## src/rtl/sdram_init_monitor.sv

```systemverilog
// Device-side checker for the SDRAM power-up command stream: verifies wait, PRECHARGE-ALL,
// auto-refresh and MRS ordering/spacing, decodes the mode register, and reports done or the first error.
module sdram_init_monitor #(
    parameter int ADDR_WIDTH = 12,
    parameter int PWR_UP_CYC = 20000,
    parameter int TRP_CYC    = 2,
    parameter int TRFC_CYC   = 8,
    parameter int TMRD_CYC   = 2,
    parameter int REF_NUM    = 8,
    parameter int PAGE_LEN   = 256
) (
    input  logic                  clk,
    input  logic                  rst_n,
    input  logic [3:0]            sdram_cmd,
    input  logic [ADDR_WIDTH-1:0] sdram_addr,
    output logic                  init_done,
    output logic [ADDR_WIDTH-1:0] mode_reg,
    output logic [8:0]            burst_len,
    output logic [1:0]            cas_lat,
    output logic [3:0]            ref_cnt,
    output logic                  err,
    output logic [2:0]            err_code
);

    localparam logic [2:0] S_PWRUP    = 3'd0;
    localparam logic [2:0] S_WAIT_PRE = 3'd1;
    localparam logic [2:0] S_REFS     = 3'd2;
    localparam logic [2:0] S_TMRD     = 3'd3;
    localparam logic [2:0] S_DONE     = 3'd4;
    localparam logic [2:0] S_ERR      = 3'd5;

    localparam logic [2:0] E_EARLY = 3'd1;
    localparam logic [2:0] E_ORDER = 3'd2;
    localparam logic [2:0] E_TIME  = 3'd3;
    localparam logic [2:0] E_MODE  = 3'd4;

    localparam int         PWR_W    = $clog2(PWR_UP_CYC + 1);
    localparam logic [PWR_W-1:0] PWR_LAST = PWR_W'(PWR_UP_CYC - 1);
    localparam logic [7:0] TRP_LIM  = 8'(TRP_CYC);
    localparam logic [7:0] TRFC_LIM = 8'(TRFC_CYC);
    localparam logic [7:0] TMRD_LIM = 8'(TMRD_CYC);
    localparam logic [3:0] REF_MIN  = 4'(REF_NUM);
    localparam logic [8:0] PAGE_BL  = 9'(PAGE_LEN);

    logic [2:0]            state_q, state_d;
    logic [PWR_W-1:0]      pwr_cnt_q, pwr_cnt_d;
    logic [7:0]            gap_cnt_q, gap_cnt_d;
    logic [7:0]            lim_q, lim_d;
    logic [ADDR_WIDTH-1:0] mode_reg_q, mode_reg_d;
    logic [8:0]            burst_len_q, burst_len_d;
    logic [1:0]            cas_lat_q, cas_lat_d;
    logic [3:0]            ref_cnt_q, ref_cnt_d;
    logic [2:0]            err_code_q, err_code_d;

    logic       is_nop, is_pre, is_ref, is_mrs;
    logic       bl_ok, cl_ok, mode_ok;
    logic [8:0] bl_val;
    logic [1:0] cl_val;
    logic       fail;
    logic [2:0] fail_code;

    // A deselected device (cs_n high) sees a NOP whatever the other strobes do.
    assign is_nop = sdram_cmd[3] | (sdram_cmd == 4'b0111);
    assign is_pre = (sdram_cmd == 4'b0010);
    assign is_ref = (sdram_cmd == 4'b0001);
    assign is_mrs = (sdram_cmd == 4'b0000);

    always_comb begin
        bl_ok  = 1'b1;
        bl_val = '0;
        case (sdram_addr[2:0])
            3'b000:  bl_val = 9'd1;
            3'b001:  bl_val = 9'd2;
            3'b010:  bl_val = 9'd4;
            3'b011:  bl_val = 9'd8;
            3'b111:  begin
                if (!sdram_addr[3]) bl_val = PAGE_BL;
                else                bl_ok  = 1'b0;
            end
            default: bl_ok = 1'b0;
        endcase
        cl_ok  = 1'b1;
        cl_val = '0;
        case (sdram_addr[6:4])
            3'b010:  cl_val = 2'd2;
            3'b011:  cl_val = 2'd3;
            default: cl_ok  = 1'b0;
        endcase
        mode_ok = bl_ok & cl_ok;
    end

    always_comb begin
        // NOTE: every signal assigned below gets a default first, so no path can infer a latch.
        state_d     = state_q;
        pwr_cnt_d   = pwr_cnt_q;
        lim_d       = lim_q;
        mode_reg_d  = mode_reg_q;
        burst_len_d = burst_len_q;
        cas_lat_d   = cas_lat_q;
        ref_cnt_d   = ref_cnt_q;
        err_code_d  = err_code_q;
        fail        = 1'b0;
        fail_code   = '0;
        if (!is_nop)                gap_cnt_d = 8'd1;
        else if (gap_cnt_q == 8'hFF) gap_cnt_d = gap_cnt_q;
        else                        gap_cnt_d = gap_cnt_q + 8'd1;

        case (state_q)
            S_PWRUP: begin
                if (!is_nop) begin
                    fail      = 1'b1;
                    fail_code = E_EARLY;
                end else begin
                    pwr_cnt_d = pwr_cnt_q + 1'b1;
                    if (pwr_cnt_q == PWR_LAST) state_d = S_WAIT_PRE;
                end
            end
            S_WAIT_PRE: begin
                if (!is_nop) begin
                    if (is_pre && sdram_addr[10]) begin
                        state_d = S_REFS;
                        lim_d   = TRP_LIM;
                    end else begin
                        fail      = 1'b1;
                        fail_code = E_ORDER;
                    end
                end
            end
            S_REFS: begin
                // Spacing is checked before order, so a too-early wrong command reports timing.
                if (!is_nop) begin
                    if (gap_cnt_q < lim_q) begin
                        fail      = 1'b1;
                        fail_code = E_TIME;
                    end else if (is_ref) begin
                        lim_d = TRFC_LIM;
                        if (ref_cnt_q != 4'hF) ref_cnt_d = ref_cnt_q + 4'd1;
                    end else if (is_mrs && (ref_cnt_q >= REF_MIN)) begin
                        mode_reg_d = sdram_addr;
                        if (mode_ok) begin
                            burst_len_d = bl_val;
                            cas_lat_d   = cl_val;
                            state_d     = S_TMRD;
                        end else begin
                            fail      = 1'b1;
                            fail_code = E_MODE;
                        end
                    end else begin
                        fail      = 1'b1;
                        fail_code = E_ORDER;
                    end
                end
            end
            S_TMRD: begin
                if (!is_nop && (gap_cnt_q < TMRD_LIM)) begin
                    fail      = 1'b1;
                    fail_code = E_TIME;
                end else if (gap_cnt_q >= TMRD_LIM) begin
                    state_d = S_DONE;
                end
            end
            S_DONE: begin
                if (is_mrs) begin
                    mode_reg_d = sdram_addr;
                    if (mode_ok) begin
                        burst_len_d = bl_val;
                        cas_lat_d   = cl_val;
                    end else begin
                        fail      = 1'b1;
                        fail_code = E_MODE;
                    end
                end
            end
            default: ;
        endcase

        // ERR is never left, so the first recorded cause cannot be overwritten.
        if (fail) begin
            state_d    = S_ERR;
            err_code_d = fail_code;
        end
    end

    // NOTE: state is updated with non-blocking assignments so every flop samples pre-edge values.
    always_ff @(posedge clk or negedge rst_n) begin
        if (!rst_n) begin
            state_q     <= S_PWRUP;
            pwr_cnt_q   <= '0;
            gap_cnt_q   <= '0;
            lim_q       <= '0;
            mode_reg_q  <= '0;
            burst_len_q <= '0;
            cas_lat_q   <= '0;
            ref_cnt_q   <= '0;
            err_code_q  <= '0;
        end else begin
            state_q     <= state_d;
            pwr_cnt_q   <= pwr_cnt_d;
            gap_cnt_q   <= gap_cnt_d;
            lim_q       <= lim_d;
            mode_reg_q  <= mode_reg_d;
            burst_len_q <= burst_len_d;
            cas_lat_q   <= cas_lat_d;
            ref_cnt_q   <= ref_cnt_d;
            err_code_q  <= err_code_d;
        end
    end

    assign init_done = (state_q == S_DONE);
    assign err       = (state_q == S_ERR);
    assign mode_reg  = mode_reg_q;
    assign burst_len = burst_len_q;
    assign cas_lat   = cas_lat_q;
    assign ref_cnt   = ref_cnt_q;
    assign err_code  = err_code_q;

endmodule

```

## config.mk

```make
export PLATFORM = sky130hd
export DESIGN_NAME = sdram_init_monitor
export DESIGN_NICKNAME = d
export VERILOG_FILES = /design/src/rtl/sdram_init_monitor.sv
export SDC_FILE = /design/constraint.sdc
export NUM_CORES = 1
export LEC_CHECK = 0
export ABC_AREA = 1
export BUFFER_PORTS_ARGS = -buffer_cell sky130_fd_sc_hd__buf_2
export CAP_MARGIN = 20
export CORE_ASPECT_RATIO = 1.2
export CORE_UTILIZATION = 30
export DETAILED_ROUTE_END_ITERATION = 10
export SETUP_SLACK_MARGIN = 0.05
export SLEW_MARGIN = 20
export SYNTH_ARGS = -nofsm -noshare
export SYNTH_HDL_FRONTEND = slang
export SYNTH_SLANG_ARGS = --single-unit
```

## constraint.sdc

```tcl
create_clock -name clk -period 2.75 [get_ports clk]
set_clock_uncertainty 0.2 [all_clocks]
set_input_delay 0.275 -clock clk [delete_from_list [all_inputs] [get_ports clk]]
set_output_delay 0.275 -clock clk [all_outputs]
set_load 0.01 [all_outputs]
```

Word-level counts from Yosys, hierarchy flattened. Cells that the tools add are included.

Flip-flop bits (word level): 64. Bits in latches: 0. Bits in writable memories: 0. Memory bits (read-only): 0. Input port bits: 18. Memories kept: 0.

$add $sub $neg: 3. Multiply operators: 0. Div/mod/pow operators: 0. Order comparisons: 4. Equality and inequality tests: 37. Shift-type cells: 0. Mux-type cells: 69. Bitwise logic cells: 4. Reductions and logical operators: 17.

Operators by type and width (count): two-way mux 9 bit (7); two-way mux 12 bit (5); two-way mux 8 bit (7); two-way mux 3 bit (18); one-hot mux 9 bit (5 select lines) (1); inequality test 3 bit (second input constant) (11); one-hot mux 12 bit (2 select lines) (1); equality test 3 x 2 -> 1 bit (second input constant) (6); two-way mux 2 bit (9); one-hot mux 9 bit (2 select lines) (1); inequality test 2 bit (second input constant) (8); one-hot mux 8 bit (2 select lines) (1); adder 15 x 1 -> 15 bit (second input constant) (1); equality test 15 bit (second input constant) (1); one-hot mux 3 bit (5 select lines) (1); two-way mux 1 bit (13); one-hot mux 3 bit (4 select lines) (1); AND reduction 12 bit (1); AND reduction 6 bit (2); equality test 3 bit (second input constant) (3); adder 8 x 1 -> 8 bit (second input constant) (1); equality test 8 bit (second input constant) (1); greater-or-equal comparator 8 x 2 -> 1 bit (second input constant) (1); less-than comparator 8 x 2 -> 1 bit (second input constant) (1); 25 further kinds (32).

Depth between registers and ports, before layout.
Depth after elaboration: 12. Gate-level depth with buffers: 12. Gate-level depth less buffers: 12.

Worst setup path before layout. Ideal clock, no wire load.

Path type: reg-to-reg. From: register gap_cnt_q[3]. To: register cas_lat_q[0], in the netlist cas_lat[0]. Data arrival time: 1.430 ns. Path slack: 0.999 ns. Cell stages (with the launch flop): 12. Buffers on the path: 1. Path through: dfrtp_1 -> ha_1 -> nand2_1 -> nand2_2 -> nand2_2 -> inv_2 -> nand2_2 -> o21ai_4 -> nand2_4 -> buf_6 -> nand2_2 -> o21ai_2.

Word-level cells in the longest chain between the ends: 3.

Ends and longest elaborated chain: start, declared (line 47) `logic [7:0] gap_cnt_q, gap_cnt_d;`; start signal, assigned (line 199) `gap_cnt_q <= gap_cnt_d;`; less-than comparator 8 bit (line 132) `if (gap_cnt_q < lim_q) begin`; inequality test 2 bit (no source line); AND reduction 6 bit (no source line); end signal, assigned (line 203) `cas_lat_q <= cas_lat_d;`; end, declared (line 51) `logic [1:0] cas_lat_q, cas_lat_d;`.

No other way between the ends. A chain may end at the register's enable or synchronous reset.

Worst setup path after layout.
From: register gap_cnt_q[3]. To: register burst_len_q[8], in the netlist burst_len[8].

Word-level cells in the longest chain between the ends: 3.

Ends and longest elaborated chain: less-than comparator 8 bit (line 132); inequality test 2 bit (no source line); AND reduction 6 bit (no source line); end signal, assigned (line 202) `burst_len_q <= burst_len_d;`; end, declared (line 50) `logic [8:0] burst_len_q, burst_len_d;`.

No other way between the ends.

==> run summary <==
CTS tree = yes
total chip power = 0.001947 W
area of the die = 0.009990 mm2
RR Endpoint = burst_len[8]
I/O pin cnt = 50
Slowest cell on crit path = dfrtp_1
site row count = 38
critical path's largest stage delay = 0.45 ns
Synth Area in XOR/XNOR = 0.04261
I/O Buffers = 45
top cells by area, synth = dfrtp_1 (47%), nand2_1 (13%), nand3_1 (5.4%), inv_1 (5.2%), nor2_1 (4.2%)
Setup CP Type = reg2reg
Compound-Gate Fraction of Synth Area = 0.08435
Lkg Pwr = 1.805 nW
Worst-Skew Late Latency = 0.31 ns
reg-to-reg slack, setup = 0.86 ns
GRT Overall Usage = 0.1306
Avg Inst Size Synth = 8.152 um2
DRC Markers = 0
filler instances = 975
Routed WL per cell = 10.97 um
Cell variety after synth = 32
Critical Path AT = 1.89 ns
die width = 91.41 um
max cap viols = 0
Layout Area Growth over Synthesis = 17.83%
grt ovf = 0
Max Root-Sink Buffers = 2
post-synthesis mux area share = 0
commonest non-fill, non-tap cells in the layout = nand2_1 (98), dfrtp_1 (54), buf_2 (45)
Final ANT Viol Nets = 0
status = completed
sequential area share after synthesis = 0.4696
post-detail-place hpwl = 4.504 mm
max-slew violation count = 0
Final Instance Area = 0.003391 mm2
first-pass GRT wire length = 10.67 mm
Sum Neg Setup Slack = 0 ns
1st-pass router iterations = 4
CP endpoint kind = register
dpl cells = 516
Post-Synthesis Cell Area = 0.002878 mm2
register area = 0.001351 mm2
layout cell share with drive strength beyond 1 = 0.2063
Post-Synth Simple-Gate Area = 0.3013
initial antenna violation count = 0
Multi-input gate area = 0.001310 mm2
clock-pin slew on the worst setup and hold paths = 0.10 ns
largest net degree at the start of global routing = 22
Core Footprint = 0.009176 mm2
Peak VDD IR = 0.3708 mV
Resize count post-CTS = 0
Inserted Clock Buffers = 5
Crit Path Max Fanout = 12
Hold Path Depth = 3
initial DRC count = 151
antenna diode count = 0
routed wire length = 5.834 mm
Die Y = 109.3 um
Hold Path Sink = mode_reg[4]
slack of the critical path = 0.8635 ns
Synth area leader = dfrtp_1
hold wc startpoint = sdram_addr[4]
CP startpoint kind = register
GP Congestion = 0.8437
Worst EP required = 2.76 ns
largest family of logic cells by synthesized area = simple AND/OR/NAND/NOR gates
Setup Viol. Count Final = 0
max reg flops = 15
Post-Layout Cell Count = 532
Post-Synthesis Cells = 353
vias per cell = 4.492
number of global-route vias before repair = 2368
unrepaired setup endpoints after global routing = no
Post-DP Area = 0.003216 mm2
Post-Synth Adder-Cell Area = 0.02174
Synth warnings = 0
Synth Register Bits = 54
Worst Hold Class = in2reg
Root Driver = clkbuf_8
H-tree Lvls = 2
Initial Utilization = 0.3136
Nets = 434
top-area cell type share of the netlist area = 0.4696
DP Worst Slack = 0.8664 ns
# clock sinks = 54
Final period util = 0.6860
PD cells = 574.1 mW/mm2
Final Hold Viols = 0
Worst Reg2Reg Path Length in Cells = 10
Peak Freq = 530.1 MHz
RR Startpoint = gap_cnt_q[3]
fin crit period = 1.886 ns
total number of vias = 2390
most common cell after layout, fill and taps aside = nand2_1
CP most frequent cell = nand2_2
crit-path cells = ha_1, nand2_1, nand2_2, nand2_2, inv_2, nand2_2, o21ai_4, nand2_4, nand2_1, o21ai_2
## timing repair
action,4_1_cts,5_1_grt
setup buffers,0,0
hold buffers,8,0
endpoints found under the hold margin,24,0
setup endpoints to repair,0,0
## worst max path at each step
stage / startpoint / end / slack (ns) / cells after the start
2_1_floorplan: gap_cnt_q[3] / cas_lat[0] / 1.0 / 11
3_3_place_gp: gap_cnt_q[3] / burst_len[0] / 0.91 / 10
3_5_place_dp: gap_cnt_q[3] / burst_len[0] / 0.87 / 10
4_1_cts: gap_cnt_q[3] / burst_len[8] / 0.85 / 10
5_1_grt: state_q[2] / ref_cnt[1] / 0.67 / 8
6_report: gap_cnt_q[3] / burst_len[8] / 0.86 / 10
## cell usage after synthesis
| cell type | instances |
|---|---|
| nor3_2 | 1 |
| xor2_1 | 7 |
| o21ai_2 | 8 |
| a31oi_1 | 2 |
| o211a_1 | 1 |
| o21ai_4 | 1 |
| inv_1 | 40 |
| dfrtp_1 | 54 |
| o21ai_0 | 15 |
| inv_2 | 2 |
| buf_6 | 3 |
| inv_4 | 1 |
| nand3_1 | 31 |
| a21oi_2 | 1 |
| nor3_1 | 6 |
| a211oi_1 | 1 |
| conb_1 | 1 |
| nand2_4 | 3 |
| ha_1 | 5 |
| nor2_4 | 2 |
| nand3_2 | 2 |
| nand3b_1 | 1 |
| nand2_1 | 98 |
| o21a_1 | 1 |
| nor2_2 | 3 |
| xnor2_1 | 7 |
| or3_1 | 1 |
| a21oi_1 | 7 |
| buf_4 | 4 |
| nand2_2 | 7 |
| nor2_1 | 32 |
| nand4_1 | 5 |
## kinds of logic after synthesis
| group | count (synthesis) |
|---|---|
| AND/OR/NAND/NOR | 192 |
| flip-flops | 54 |
| buffers and inverters | 50 |
| AO/OA/AOI/OAI | 37 |
| XOR/XNOR | 14 |
| adder cells (fa/ha/maj) | 5 |
| other | 1 |
## area by class of cell
cell class,count,area share
multi-input cells,252,0.3863
flip-flops and latches,54,0.3985
clock buffers,7,0.02546
repair buffers,55,0.09446
well taps,120,0.04428
inverters,43,0.04834
clock inverters,1,0.002583
## metrics by stage
step / hold slack, ns / util
6_report: 0.02654 / 0.3695
4_1_cts: 0.01312 / 0.3695
3_5_place_dp: 0.03694 / 0.3504
3_3_place_gp: 0.03925 / 0.3504
2_1_floorplan: -0.2206 / -
5_1_grt: 0.03435 / 0.3695
## report_power, final
part	switching [W]	internal, W	leakage [nW]
logic	0.000282	0.000189	1.08
registers	0.0000819	0.000918	0.680
clock network	0.000267	0.000209	0.0489
total	0.000631	0.00132	1.81
## worst max-delay path, delay by kind of cell (launching register included)
family                     cells  cell delay [ns]
AOI/OAI and AO/OA              2             0.20
adders and majority gates      1             0.30
buffers and inverters          1             0.05
DFF                            1             0.45
and+or+nand+nor                6             0.59
## layer usage
metal,vias to the layer above,GRT usage,part of all wire
met5,-,0,0
met4,0,0.04195,0.016
met1,1106,0.1592,0.47
met3,8,0.02144,0.041
li1,1225,-,-
met2,51,0.2358,0.47
Power figures use the tool's default switching activity.
